## src/rtl/bcd_converter_seq.sv

```systemverilog
// Sequential double-dabble binary-to-BCD converter, one input bit per clock, MSB first.
// Produces packed BCD, a sticky overflow flag and the count of significant digits.
module bcd_converter_seq #(
    parameter int unsigned BIN_W  = 8,
    parameter int unsigned DIGITS = 3
) (
    input  logic                          clk,
    input  logic                          rst_n,
    input  logic                          start,
    input  logic [BIN_W-1:0]              binary,
    output logic                          busy,
    output logic                          done,
    output logic [4*DIGITS-1:0]           bcd,
    output logic                          overflow,
    output logic [$clog2(DIGITS+1)-1:0]   sig_digits
);

    localparam int unsigned BCD_W = 4 * DIGITS;
    localparam int unsigned SIG_W = $clog2(DIGITS + 1);
    localparam int unsigned CNT_W = $clog2(BIN_W + 1);
    localparam logic [CNT_W-1:0] LAST_SHIFT = CNT_W'(BIN_W - 1);

    typedef enum logic [0:0] {
        IDLE  = 1'b0,
        SHIFT = 1'b1
    } state_t;

    state_t             state;
    logic [BIN_W-1:0]   shreg;
    logic [BCD_W-1:0]   work;
    logic [BCD_W-1:0]   adj;
    logic [BCD_W-1:0]   next_work;
    logic               carry;
    logic               carry_out;
    logic [CNT_W-1:0]   cnt;

    // Index of the highest nonzero digit plus one; an all-zero value still reports one digit.
    function automatic logic [SIG_W-1:0] count_sig(input logic [BCD_W-1:0] v);
        logic [SIG_W-1:0] s;
        s = SIG_W'(1);
        for (int i = 0; i < int'(DIGITS); i++) begin
            if (v[4*i +: 4] != 4'd0) begin
                s = SIG_W'(i + 1);
            end
        end
        return s;
    endfunction

    // Add-3 correction on every digit >= 5 ahead of the shift.
    always_comb begin
        adj = work;
        for (int i = 0; i < int'(DIGITS); i++) begin
            if (work[4*i +: 4] >= 4'd5) begin
                adj[4*i +: 4] = work[4*i +: 4] + 4'd3;
            end
        end
    end

    // The bit leaving the top digit is the only evidence the value exceeded 10^DIGITS.
    assign carry_out = adj[BCD_W-1];
    generate
        if (BCD_W > 1) begin : g_shift_wide
            assign next_work = {adj[BCD_W-2:0], shreg[BIN_W-1]};
        end else begin : g_shift_narrow
            assign next_work = shreg[BIN_W-1];
        end
    endgenerate

    // Control FSM and datapath registers; result registers update only on the final shift.
    always_ff @(posedge clk or negedge rst_n) begin
        if (!rst_n) begin
            state      <= IDLE;
            shreg      <= '0;
            work       <= '0;
            carry      <= 1'b0;
            cnt        <= '0;
            busy       <= 1'b0;
            done       <= 1'b0;
            bcd        <= '0;
            overflow   <= 1'b0;
            sig_digits <= SIG_W'(1);
        end else begin
            done <= 1'b0;
            case (state)
                IDLE: begin
                    if (start) begin
                        shreg <= binary;
                        work  <= '0;
                        carry <= 1'b0;
                        cnt   <= '0;
                        busy  <= 1'b1;
                        state <= SHIFT;
                    end
                end
                SHIFT: begin
                    work  <= next_work;
                    shreg <= {shreg[BIN_W-2:0], 1'b0};
                    carry <= carry | carry_out;
                    cnt   <= cnt + CNT_W'(1);
                    if (cnt == LAST_SHIFT) begin
                        bcd        <= next_work;
                        overflow   <= carry | carry_out;
                        sig_digits <= count_sig(next_work);
                        done       <= 1'b1;
                        busy       <= 1'b0;
                        state      <= IDLE;
                    end
                end
                default: state <= IDLE;
            endcase
        end
    end

endmodule

```

## config.mk

```make
export PLATFORM = sky130hd
export DESIGN_NAME = bcd_converter_seq
export DESIGN_NICKNAME = d
export VERILOG_FILES = /design/src/rtl/bcd_converter_seq.sv
export SDC_FILE = /design/constraint.sdc
export NUM_CORES = 1
export LEC_CHECK = 0
export ABC_AREA = 1
export CORE_ASPECT_RATIO = 1.4
export CORE_MARGIN = 2
export CORE_UTILIZATION = 58
export CTS_CLUSTER_SIZE = 30
export DETAILED_ROUTE_END_ITERATION = 8
export PLACE_DENSITY = 0.87
export SLEW_MARGIN = 20
export SYNTH_ARGS = -nofsm -noshare
export SYNTH_HDL_FRONTEND = slang
export SYNTH_SLANG_ARGS = --single-unit
```

## constraint.sdc

```tcl
create_clock -name clk -period 2.2 [get_ports clk]
set_clock_uncertainty 0.05 [all_clocks]
set_input_delay 0.66 -clock clk [delete_from_list [all_inputs] [get_ports clk]]
set_output_delay 0.66 -clock clk [all_outputs]
set_load 0.005 [all_outputs]
```

# Word level (Yosys, flattened, before mapping)

Cells that the tools add are included.

Register bits after elaboration: 43
Bits in latches: 0
Memory bits (writable): 0
Memory bits (read-only): 0
Output and inout bits: 17
Logic and storage cells: 47
Memories: 0

Add/subtract/negate cells: 4
Multipliers: 0
Divide/modulo/power cells: 0
Order comparisons: 3
Equality and inequality tests: 3
Shifts and indexed selects: 0
Multiplexer cells: 21
Bitwise logic cells: 2
Reductions and logical operators: 4

Operators with widths:

| operator            | number |
|---|---|
| $pmux 12 s2         | 1 |
| $mux 4              | 4 |
| $pmux 8 s2          | 1 |
| $add 4x2->4 const B | 3 |
| $ge 4x3->1 const B  | 3 |
| $mux 12             | 1 |
| $mux 8              | 1 |
| $pmux 4 s2          | 1 |
| $reduce_bool 4->1   | 2 |
| $mux 1              | 7 |
| $pmux 1 s2          | 3 |
| $add 4x1->4 const B | 1 |
| $eq 4x3->1 const B  | 1 |
| $mux 2              | 2 |
| $reduce_and 2->1    | 2 |
| $ne 2x1->1 const B  | 1 |
| $ne 2x2->1 const B  | 1 |
| $not 1->1           | 1 |
| $or 1x1->1          | 1 |

# Longest topological paths before layout

Depth after elaboration: 5
Mapped depth: 11
Mapped depth without buffers: 11

# Least setup slack after synthesis

Ideal clock, no wire load.

Kind: register to register
Start point: register work[4]
End point: register sig_digits[1]
Library setup time: 0.125 ns
Data arrival time: 1.224 ns
Slack: 0.801 ns
Cell stages (with the launch flop): 10
Path buffers: 0
Clock period less this slack: 1.399 ns
Cells stage by stage: dfrtp_1 > inv_1 > ha_1 > inv_1 > nand2_4 > nand3_2 > nand2_1 > nand2_1 > nor2_1 > a21oi_1

Word-level cells in the longest chain between the ends: 5
Elaborated cells between the ends (all ways): 7

Ends and longest elaborated chain:

| item                                             | RTL line | text |
|---|---|---|
| start: declaration                               | 30       | `logic [BCD_W-1:0] work;` |
| start signal: assignment                         | 96       | `work <= next_work;` |
| $add 4x2->4 / $ge 4x3->1 (equally long branches) | 54, 53   |  |
| $mux 4 (*)                                       | 53       | `if (work[4*i +: 4] >= 4'd5) begin` |
| $reduce_bool 4->1                                | 42       | `if (v[4*i +: 4] != 4'd0) begin` |
| $mux 2                                           | 42       |  |
| $mux 2 (*)                                       | 42       |  |
| end signal: assignment                           | 103      | `sig_digits <= count_sig(next_work);` |
| end: declaration                                 | 15       | `output logic [$clog2(DIGITS+1)-1:0] sig_digits` |

Every way passes the cells marked *; elsewhere a longest branch is shown, timed or not.
A chain may end at the register's enable or synchronous reset.

# Worst setup path after layout

Start point: register sig_digits[0]
End point: output sig_digits[0]

No word-level cell between the ends.

==> results.json <==
{
  "antenna_found_initial": 0,
  "setup_viol": 0,
  "cts.clk_slew.worst_paths_ns": 0.08,
  "synth_area_leaders": "dfrtp_1 (52%), nand2_1 (14%), o21ai_0 (4.7%), inv_1 (4.4%), ha_1 (4.3%)",
  "yosys.area.top_type": "dfrtp_1",
  "h-tree-depth": 2,
  "grt_max_degree": 26,
  "first_iter_violations": 58,
  "grtUsageMet2": 0.413,
  "yosysUniqueCellTypes": 27,
  "cp_slowest_stage_delay_ns": 0.55,
  "gr-usage-all-layers": 0.247,
  "grt_remaining_overflow": 0,
  "yosysTopAreaCellShare": 0.519,
  "post_drt_via_cell_ratio": 5.40,
  "start_util": 0.605,
  "fin_crit_ns": 2.05,
  "die_y_microns": 73.9,
  "met1_usage": 0.285,
  "gp_congestion": 0.846,
  "synthToLayoutAreaGrowth_pct": 20.9,
  "arrival_ns": 1.34,
  "drive_gt1_frac": 0.0836,
  "cts.sinks": 43,
  "yosysWarnings": 0,
  "tns_ns": 0,
  "clockBufferDepth": 2,
  "syn_inst": 241,
  "die_x_microns": 53.9,
  "ant_nets": 0,
  "grt_first_pass_wirelength_mm": 6.98,
  "grt_pass1_vias": 1584,
  "reg2reg_from": "cnt[0]",
  "report.final.slew_viol_count": 0,
  "syn_avg_cell_area_sq_um": 8.40,
  "worstPathCellList": "clkdlybuf4s50_1",
  "place_area_sq_um": 2360,
  "crit_type": "reg -> out",
  "fp.dieArea_sq_um": 3990,
  "routed_wl_mm": 4.19,
  "critPathTopFamily": "flip-flops",
  "drc": 0,
  "cpMaxStageDelayCell": "dfstp_2",
  "r2r_end": "sig_digits[1]",
  "cts_root_buffer": "clkbuf_8",
  "vias": 1700,
  "core-area_sq_um": 3350,
  "postSynthNetCount": 259,
  "fin_crit_sh": 0.932,
  "ios": 28,
  "tritoncts": "done",
  "synth_ff_type": "dfrtp_1",
  "fp-row-count": 25,
  "crit_path_end_kind": "output pin",
  "crit_fanout": 2,
  "antennaDiodeCount": 0,
  "max_freq_mhz": 488,
  "outcome": "finished, final reports clean",
  "rrSetupSlack_ns": 0.54,
  "fin_area_sq_um": 2450,
  "powerDensity_nw_per_um2": 1480,
  "use_met3": 0.0630,
  "cap_violations": 0,
  "worst_slew_pin_slew_ns": 0.453,
  "peakVddDrop_mv": 0.894,
  "synth-async-reset-ratio": 1.00,
  "synth-seq-cells": 43,
  "hold_viol": 0,
  "cts_hold_buffers": 0,
  "wl_per_cell_microns": 13.3,
  "hold_class": "in -> async",
  "detail_route.first_pass.iterations": 4,
  "synth-edff-count": 0,
  "post_cts_buffers": 0,
  "post_cts_resized": 0,
  "worst_setup_path_start_kind": "flop",
  "crit_required_ns": 1.49,
  "cts_buffers": 5,
  "dp_hpwl_mm": 3.09,
  "top_usage_layer": "met2",
  "finalNetCount": 292,
  "io_buffers": 27,
  "rsz0062_at_grt": "false",
  "timing.critical_path.buf_inv": 1,
  "clkLatencyLatePin_ns": 0.30,
  "p_leak_nw": 1.20,
  "r2r_cells": 7,
  "ys_seq_area_frac": 0.532,
  "syn_area_sq_um": 2020,
  "fillCellCount": 258,
  "relSlewSlack": 0.698
}
layer usage:
metal  share of wire  vias to the layer above
met2            0.52                       43
met5               0                        -
met4           0.030                        0
met1            0.42                      799
li1                -                      847
met3           0.032                       11
synthesized netlist by cell type, types with 4 or more instances:
library cell and instances:
ha_1 7, nand2_2 4, inv_1 24, dfrtp_1 42
buf_2 4, nand3_1 15, nand4_1 4, o21ai_0 19
nor2_1 18, nand2_1 73, o22ai_1 9
placed cells by master (no fill, tap or decap):
cell type / instances
nor2_2: 1
o211ai_1: 1
buf_12: 1
nand4_1: 4
o22ai_1: 9
clkbuf_1: 1
nor3_1: 2
nand3_2: 2
clkinvlp_4: 1
and2_1: 1
clkinv_1: 2
xor2_1: 1
nand2_1: 73
a31oi_1: 1
o21ai_1: 2
o21ai_0: 19
clkbuf_8: 5
dfstp_2: 1
a21oi_1: 2
inv_1: 24
nor2_1: 18
nand2_4: 1
nand2_2: 4
nand3_1: 15
clkinv_2: 1
inv_2: 1
a22oi_1: 1
buf_4: 4
buf_2: 1
ha_1: 7
dfrtp_1: 42
clkdlybuf4s50_1: 26
a22o_1: 1
how the worst max path moves through the flow:
| stage | endpoint | slack (ns) | from | cells after the start |
|---|---|---|---|---|
| detailed placement | shreg[0] | 0.32 | start | 4 |
| global placement | work[1] | 0.40 | start | 4 |
| CTS | sig_digits[0] | 0.14 | sig_digits[0] | 1 |
| finish | sig_digits[0] | 0.15 | sig_digits[0] | 1 |
| floorplan | sig_digits[1] | 0.80 | work[4] | 9 |
| global route | sig_digits[0] | 0.11 | sig_digits[0] | 1 |
stage by stage:
| step | total power, mW | utilization | setup slack, ns | hold WS, ns | std cells |
|---|---|---|---|---|---|
| after floorplan | 2.50 | - | 0.801 | 0.314 | 241 |
| after global routing | 3.94 | 0.731 | 0.112 | 0.280 | 315 |
| after CTS | 3.65 | 0.731 | 0.142 | 0.257 | 315 |
| after detailed placement | 3.13 | 0.706 | 0.324 | 0.421 | 307 |
| final | 3.62 | 0.731 | 0.150 | 0.250 | 315 |
| after global placement | 3.05 | 0.706 | 0.400 | 0.415 | 307 |
cell type report:
cell class	count	area, sq um	area share
Clock inverter	2	12.5	0.00511
Sequential cell	43	1080	0.440
Multi-Input combinational cell	165	818	0.334
Tap cell	40	50.0	0.0204
Clock buffer	6	72.6	0.0297
Inverter	27	101	0.0414
Timing Repair Buffer	32	315	0.129
power by group:
part	switching (mW)	internal (mW)	total, mW	leakage (nW)
sequential	0.242	1.15	1.39	0.532
combinational	0.978	0.759	1.74	0.631
clock	0.269	0.222	0.491	0.0412
sequential cells by signal (all words and copies together), names as in the netlist:
name / count
busy: 1
cnt: 4
state: 1
done: 1
shreg: 8
carry: 1
work: 12
sig_digits: 2
overflow: 1
bcd: 12
cells by family after synthesis:
| kind of cell | Yosys count | synth area share |
|---|---|---|
| AND/OR/NAND/NOR | 121 | 0.257 |
| XOR/XNOR | 1 | 0.00433 |
| AO/OA/AOI/OAI | 36 | 0.0995 |
| flip-flops | 43 | 0.532 |
| buffers and inverters | 33 | 0.0637 |
| adder cells (fa/ha/maj) | 7 | 0.0433 |
(Power assumes the default switching activity.)
